--- src/rtl/token_pkg.sv ---
// token_pkg: shared FSM state type and timer sizing for token_window_counter
package token_pkg;
  typedef enum logic [1:0] {IDLE, COUNT, HOLD} token_win_state_t;
  function automatic int timer_width(input int window);
    return $clog2(window + 1);
  endfunction
endpackage

--- src/rtl/window_timer.sv ---
// window_timer: loadable down-counter, done pulses on the last enabled cycle
module window_timer #(
  parameter int WINDOW = 8,
  parameter int W = 4
) (
  input  logic clk,
  input  logic rst,
  input  logic load,
  input  logic en,
  output logic done
);
  logic [W-1:0] cnt;
  always_ff @(posedge clk)
    if (rst) cnt <= '0;
    else if (load) cnt <= W'(WINDOW);
    else if (en && cnt != '0) cnt <= cnt - 1'b1;
  assign done = en && cnt == W'(1);
endmodule

--- src/rtl/token_window_counter.sv ---
// token_window_counter: counts 1-tokens over WINDOW cycles, result on valid/ready; TOKEN_WINDOW_AUTO_RESTART_EN makes every handshake restart a window
module token_window_counter
  import token_pkg::*;
#(
  parameter int WINDOW = 8,
  parameter int CNT_W = 4
) (
  input  logic             clk,
  input  logic             rst,
  input  logic             start,
  input  logic             a,
  output logic             busy,
  output logic [CNT_W-1:0] count,
  output logic             count_valid,
  input  logic             count_ready,
  output logic             overflow
);
  localparam int TW = timer_width(WINDOW);
  localparam logic [CNT_W-1:0] MAX = '1;
`ifdef TOKEN_WINDOW_AUTO_RESTART_EN
  localparam bit AUTO = 1'b1;
`else
  localparam bit AUTO = 1'b0;
`endif
  token_win_state_t state, state_n;
  logic hs, go, done;
  assign hs = state == HOLD && count_ready;
  assign go = (state == IDLE && start) || (hs && (start || AUTO));
  window_timer #(.WINDOW(WINDOW), .W(TW)) u_timer (
    .clk (clk),
    .rst (rst),
    .load(go),
    .en  (state == COUNT),
    .done(done)
  );
  always_comb begin
    state_n = state;
    state_n = go ? COUNT : (state == COUNT && done) ? HOLD : hs ? IDLE : state;
  end
  always_ff @(posedge clk)
    if (rst) state <= IDLE;
    else state <= state_n;
  always_ff @(posedge clk)
    if (rst || go) begin
      count    <= '0;
      overflow <= 1'b0;
    end else if (state == COUNT && a) begin
      if (count == MAX) overflow <= 1'b1;
      else count <= count + 1'b1;
    end
  assign busy        = state != IDLE;
  assign count_valid = state == HOLD;
endmodule

--- config.mk ---
export PLATFORM = sky130hd
export DESIGN_NAME = token_window_counter
export DESIGN_NICKNAME = d
export VERILOG_FILES = /design/src/rtl/token_pkg.sv /design/src/rtl/window_timer.sv /design/src/rtl/token_window_counter.sv
export SDC_FILE = /design/constraint.sdc
export NUM_CORES = 1
export LEC_CHECK = 0
export BUFFER_PORTS_ARGS = -buffer_cell sky130_fd_sc_hd__buf_2
export CORE_AREA = 2 2 39 41
export CTS_CLUSTER_DIAMETER = 120
export DETAILED_ROUTE_END_ITERATION = 8
export DIE_AREA = 0 0 41 43
export GPL_TIMING_DRIVEN = 0
export PLACE_DENSITY = 0.64
export SLEW_MARGIN = 0
export SYNTH_ARGS = -nofsm -noshare
export SYNTH_HDL_FRONTEND = slang
export SYNTH_HIERARCHICAL = 1
export SYNTH_SLANG_ARGS = --single-unit
--- constraint.sdc ---
create_clock -name clk -period 1.9 [get_ports clk]
set_input_delay 0.095 -clock clk [delete_from_list [all_inputs] [get_ports clk]]
set_output_delay 0.095 -clock clk [all_outputs]
set_load 0.02 [all_outputs]
* Word-level counts from Yosys, hierarchy flattened
Index checks and enable logic that the tools add are counted.
** Cells by class
- Equality and inequality tests :: 4
- Muxes and demuxes :: 5
- Bitwise operators :: 1
- Add/sub/neg operators :: 2
- Reduce and logical (&&, ||, !) cells :: 18
** Operators with widths (count)
- $mux 4 :: 2
- $logic_and 1x1->1 :: 7
- $reduce_bool 2->1 :: 3
- $add 4x1->4 const B :: 1
- $eq 4x1->1 const B :: 1
- $eq 4x4->1 const B :: 1
- $mux 2 :: 2
- $reduce_and 2->1 :: 2
- $reduce_bool 4->1 :: 1
- $sub 4x1->4 const B :: 1
- $reduce_bool 3->1 :: 1
- $eq 2x1->1 const B :: 1
- $eq 2x2->1 const B :: 1
- $logic_not 2->1 :: 1
- $logic_or 1x1->1 :: 2
- $reduce_or 2->1 :: 1
- $mux 1 :: 1
- $not 1->1 :: 1
** Storage, ports and cells
- Output and inout bits :: 7
- Register bits after elaboration :: 11
- Logic and storage cells :: 36
- Input port bits :: 5

* Logic depth before layout (Yosys ltp)
- Depth after elaboration :: 5
- Mapped depth :: 6
- Mapped depth without buffers :: 6

* By module
Netlist, hierarchy kept.
** By module, submodules not included
- token_window_counter :: area each 350.3 µm², sequential area each 140.1 µm², cells an instance 40, times used 1
- window_timer :: area each 241.5 µm², sequential area each 80.1 µm², cells an instance 28, times used 1

* Worst setup path after synthesis
No wires, ideal clock.
- Path type :: register to register
- Start :: register state[0]
- End :: register state[0]
- Arrival :: 1.345 ns
- Cell stages (with the launch flop) :: 7
- Slack :: 0.441 ns
- Setup time :: 0.114 ns
- Required time :: 1.786 ns
- Path buffers :: 0
- Clock period less this slack :: 1.459 ns
- Cells stage by stage :: dfxtp_1 -> nor2b_1 -> inv_1 -> nor4b_1 -> nand2b_1 -> a2bb2oi_1 -> nor2_1
** On the way
- Longest elaborated chain between the ends :: 5
- Elaborated cells between the ends (all ways) :: 12
- Those cells by class :: 2 x eq/ne; 2 x mux; 8 x reduce/logical
** Ends and longest elaborated chain
- start: declaration :: line token_window_counter.sv:25 : token_win_state_t state, state_n;
- start signal: assignment :: line token_window_counter.sv:42 : else state <= state_n;
- $eq 2x1->1 * :: line token_window_counter.sv:33 : .en (state == COUNT),
- $logic_and 1x1->1 * :: line window_timer.sv:17 : assign done = en && cnt == W'(1);
- named net done :: line token_window_counter.sv:26 : logic hs, go, done;
- $logic_and 1x1->1 * :: line token_window_counter.sv:38 : state_n = go ? COUNT : (state == COUNT && done) ? HOLD : hs ? IDLE : state;
- $mux 2 :: line token_window_counter.sv:38
- $mux 1 :: line token_window_counter.sv:38
The timed path passes the listed nets; every way through them passes the cells marked *.
A chain may end at the register's enable or synchronous reset.

* Worst setup path after layout
Same ends and word-level chain as after synthesis.

==> run metrics <==
Hold Crit Start=rst; EDFF count, synth=0; top post-synthesis cells by area=dfxtp_1, a21oi_1, ha_1; crit-path cells=nor2b_2 > inv_1 > nor4b_1 > nand2b_1 > a2bb2oi_1 > nor2_1; largest area contributor in the netlist=dfxtp_1; die footprint=0.001763 sq mm; Crit path max-delay family=simple AND/OR/NAND/NOR gates; commonest cells in the netlist=dfxtp_1, a21oi_1, inv_1, nor2_1, o21ai_0; Post-Route WL=1063 um; hold depth=2; GRT Residual Overflow=0; Worst Path Required=between 2 and 2.5 ns; sequential-to-total area share from yosys stat=37.21%; max-slew violation count=0; worst slew pin tran=between 0.4 and 0.5 ns; cell with the most instances after synthesis=dfxtp_1; clock buffer count from CTS=3; flop2flop setup slack=~0.30 ns; Initial Utilization=42.77%; Power Density=680.1 mW/mm^2; # DRC=0; root buffer cell=clkbuf_4; layout cells sized above 1=22.89%; Avg WL per Cell=10.74 um; Mapped Area=591.8 sq um; postcts setup bufs=0; vias in the first global route=about 440; antenna violations before repair=0; Synthesized Nets=76; ANT cells=0; maximum vdd drop=roughly 0.30 mV; max frequency=0.6244 GHz; largest stage delay on the critical path=0.47 ns; buffer and inverter count on the worst path=1; Critical Path AT=1.76 ns; IO Port Bufs=11; routability cong.=0.7353; Worst-Skew Late Latency=0.26 ns; Fin Clk Skew=around 0.00031 ns; Slowest-stage cell, CP=dfxtp_1; Distinct cells, synth=28; Worst Hold Endpoint=u_timer/cnt[3]$_SDFFE_PP0P_; P&R area growth vs syn=17.55%; area share of the leading cell type in the synthesized netlist=a little under two fifths; PnR Total Power=between 0.4 and 0.5 mW; hold_buf cts=0; CTS Sinks=11; YS warnings=6; R2R depth=6; Worst-path clk slew=0.07 ns; post-DP HPWL=774.7 um; worst min-delay path class=in2reg; vias per cell=5.101; r2r startpoint=state[0]$_SDFFE_PP0P_; TritonCTS clock tree=yes; All-Layer GR Usage=15.47%; Fin Setup TNS=0 ns; Tcrit/Tclk final=84.29%; die height=43 um; Core ar.=0.001384 sq mm; final setup vio count=0; first-pass GRT wire length=1876 um; Max-cap violations=0; share of flip-flops with an asynchronous set or reset=0%; Setup crit end kind=flop; Final Net Count=92; largest net degree at the start of global routing=9; unrepaired setup endpoints after global routing=no; crit path max fanout=8; Die Span X=41 um; H-tree depth=1; Syn Area/Cell=8.703 sq um; worst setup path class=reg2reg; #FFs+latches synth=11; Max clock buf depth=2; reg2reg end=state[0]$_SDFFE_PP0P_; Min Clock Period, post-route=1.602 ns; CP Launch Type=flop; IO Pins=12; Post-CTS Resized=0; Final Hold Viols=0; DRT antenna net count=0; status=finished clean; main flop type after synthesis=dfxtp_1; Mapped Cells=68; drt initial violations=5; leakage power=0.3139 nW; vias post-DR=between 500 and 600; Rel. slew slack=70.24%; FP Rows=14; TritonRoute pass-1 iters=4
[state kept, by name, summed over array words and instances (netlist names)]
register,cells
count,4
overflow,1
state,2
u_timer/cnt,4
[stage by stage]
| stage | hold slack (ns) | cells | instance area (sq um) | utilization (%) | setup slack [ns] |
|---|---|---|---|---|---|
| after global routing | 0.05347 | 99 | 695.7 | 50.27 | 0.04968 |
| after floorplan | 0.1641 | 68 | 591.8 | - | 0.4408 |
| after CTS | 0.04454 | 99 | 693.2 | 50.09 | 0.1859 |
| after detailed placement | 0.3306 | 95 | 666.9 | 48.19 | 0.1995 |
| after global placement | 0.3262 | 95 | 666.9 | 48.19 | 0.2474 |
| final | 0.05308 | 99 | 695.7 | 50.27 | 0.2984 |
[logic make-up after synthesis]
kind of cell / synth area share (%)
AND/OR/NAND/NOR: 35.31
buffers and inverters: 3.172
flip-flops: 37.21
adder cells (fa/ha/maj): 6.343
multiplexers: 1.691
AO/OA/AOI/OAI: 16.28
[placed cells by master (no fill, tap or decap)]
| master | Yosys | final |
|---|---|---|
| a21boi_0 | 1 | 1 |
| and2b_1 | 2 | 2 |
| a21oi_1 | 8 | 8 |
| nand3_1 | 3 | 3 |
| and4b_2 | 1 | 1 |
| or3_1 | 2 | 2 |
| nor3b_1 | 1 | 1 |
| o21bai_1 | 1 | 1 |
| dfxtp_1 | 11 | 11 |
| nor2b_2 | 0 | 1 |
| a2bb2oi_1 | 1 | 1 |
| clkbuf_1 | 0 | 1 |
| o21ai_0 | 5 | 5 |
| nand3b_4 | 1 | 1 |
| nand3b_1 | 1 | 1 |
| and3b_1 | 1 | 1 |
| nor3_1 | 3 | 3 |
| and3_1 | 2 | 2 |
| nor4b_1 | 1 | 1 |
| buf_2 | 0 | 11 |
| or3b_1 | 1 | 1 |
| clkbuf_4 | 0 | 3 |
| nand2_1 | 2 | 2 |
| nor4b_2 | 1 | 1 |
| nand2b_1 | 2 | 2 |
| nor2_1 | 5 | 5 |
| inv_1 | 5 | 5 |
| mux2i_1 | 1 | 1 |
| or2_2 | 1 | 1 |
| ha_1 | 3 | 3 |
| o31ai_1 | 1 | 1 |
[worst max path at each step]
stage,start,to,slack [ns],cells past startpoint
floorplan,state[0]$_SDFFE_PP0P_,state[0]$_SDFFE_PP0P_,0.44,6
global placement,state[0]$_SDFFE_PP0P_,state[0]$_SDFFE_PP0P_,0.25,6
detailed placement,state[0]$_SDFFE_PP0P_,state[0]$_SDFFE_PP0P_,0.20,6
CTS,state[0]$_SDFFE_PP0P_,state[0]$_SDFFE_PP0P_,0.19,6
global route,state[0]$_SDFFE_PP0P_,state[0]$_SDFFE_PP0P_,0.05,6
finish,state[0]$_SDFFE_PP0P_,state[0]$_SDFFE_PP0P_,0.30,6
[layer usage]
layer	vias up	wire [um]	global-route usage (%)
met3	2	38	4.712
met5	-	0	0
met2	8	439	19.38
met4	0	12	8.000
li1	272	-	-
met1	223	572	23.03
[layout make-up]
type,instances,area (sq um)
inverters,5,18.77
repair buffers,11,55.05
multi-input cells,52,355.3
fillers,142,688.2
clock buffers,4,26.28
flip-flops and latches,11,220.2
well taps,16,20.02
[report_power, final]
part / internal [mW] / switching, mW / total, mW
logic: 0.0310 / 0.0344 / 0.0655
registers: 0.238 / 0.0105 / 0.248
clock network: 0.0811 / 0.0781 / 0.159
(Power assumes the default switching activity.)
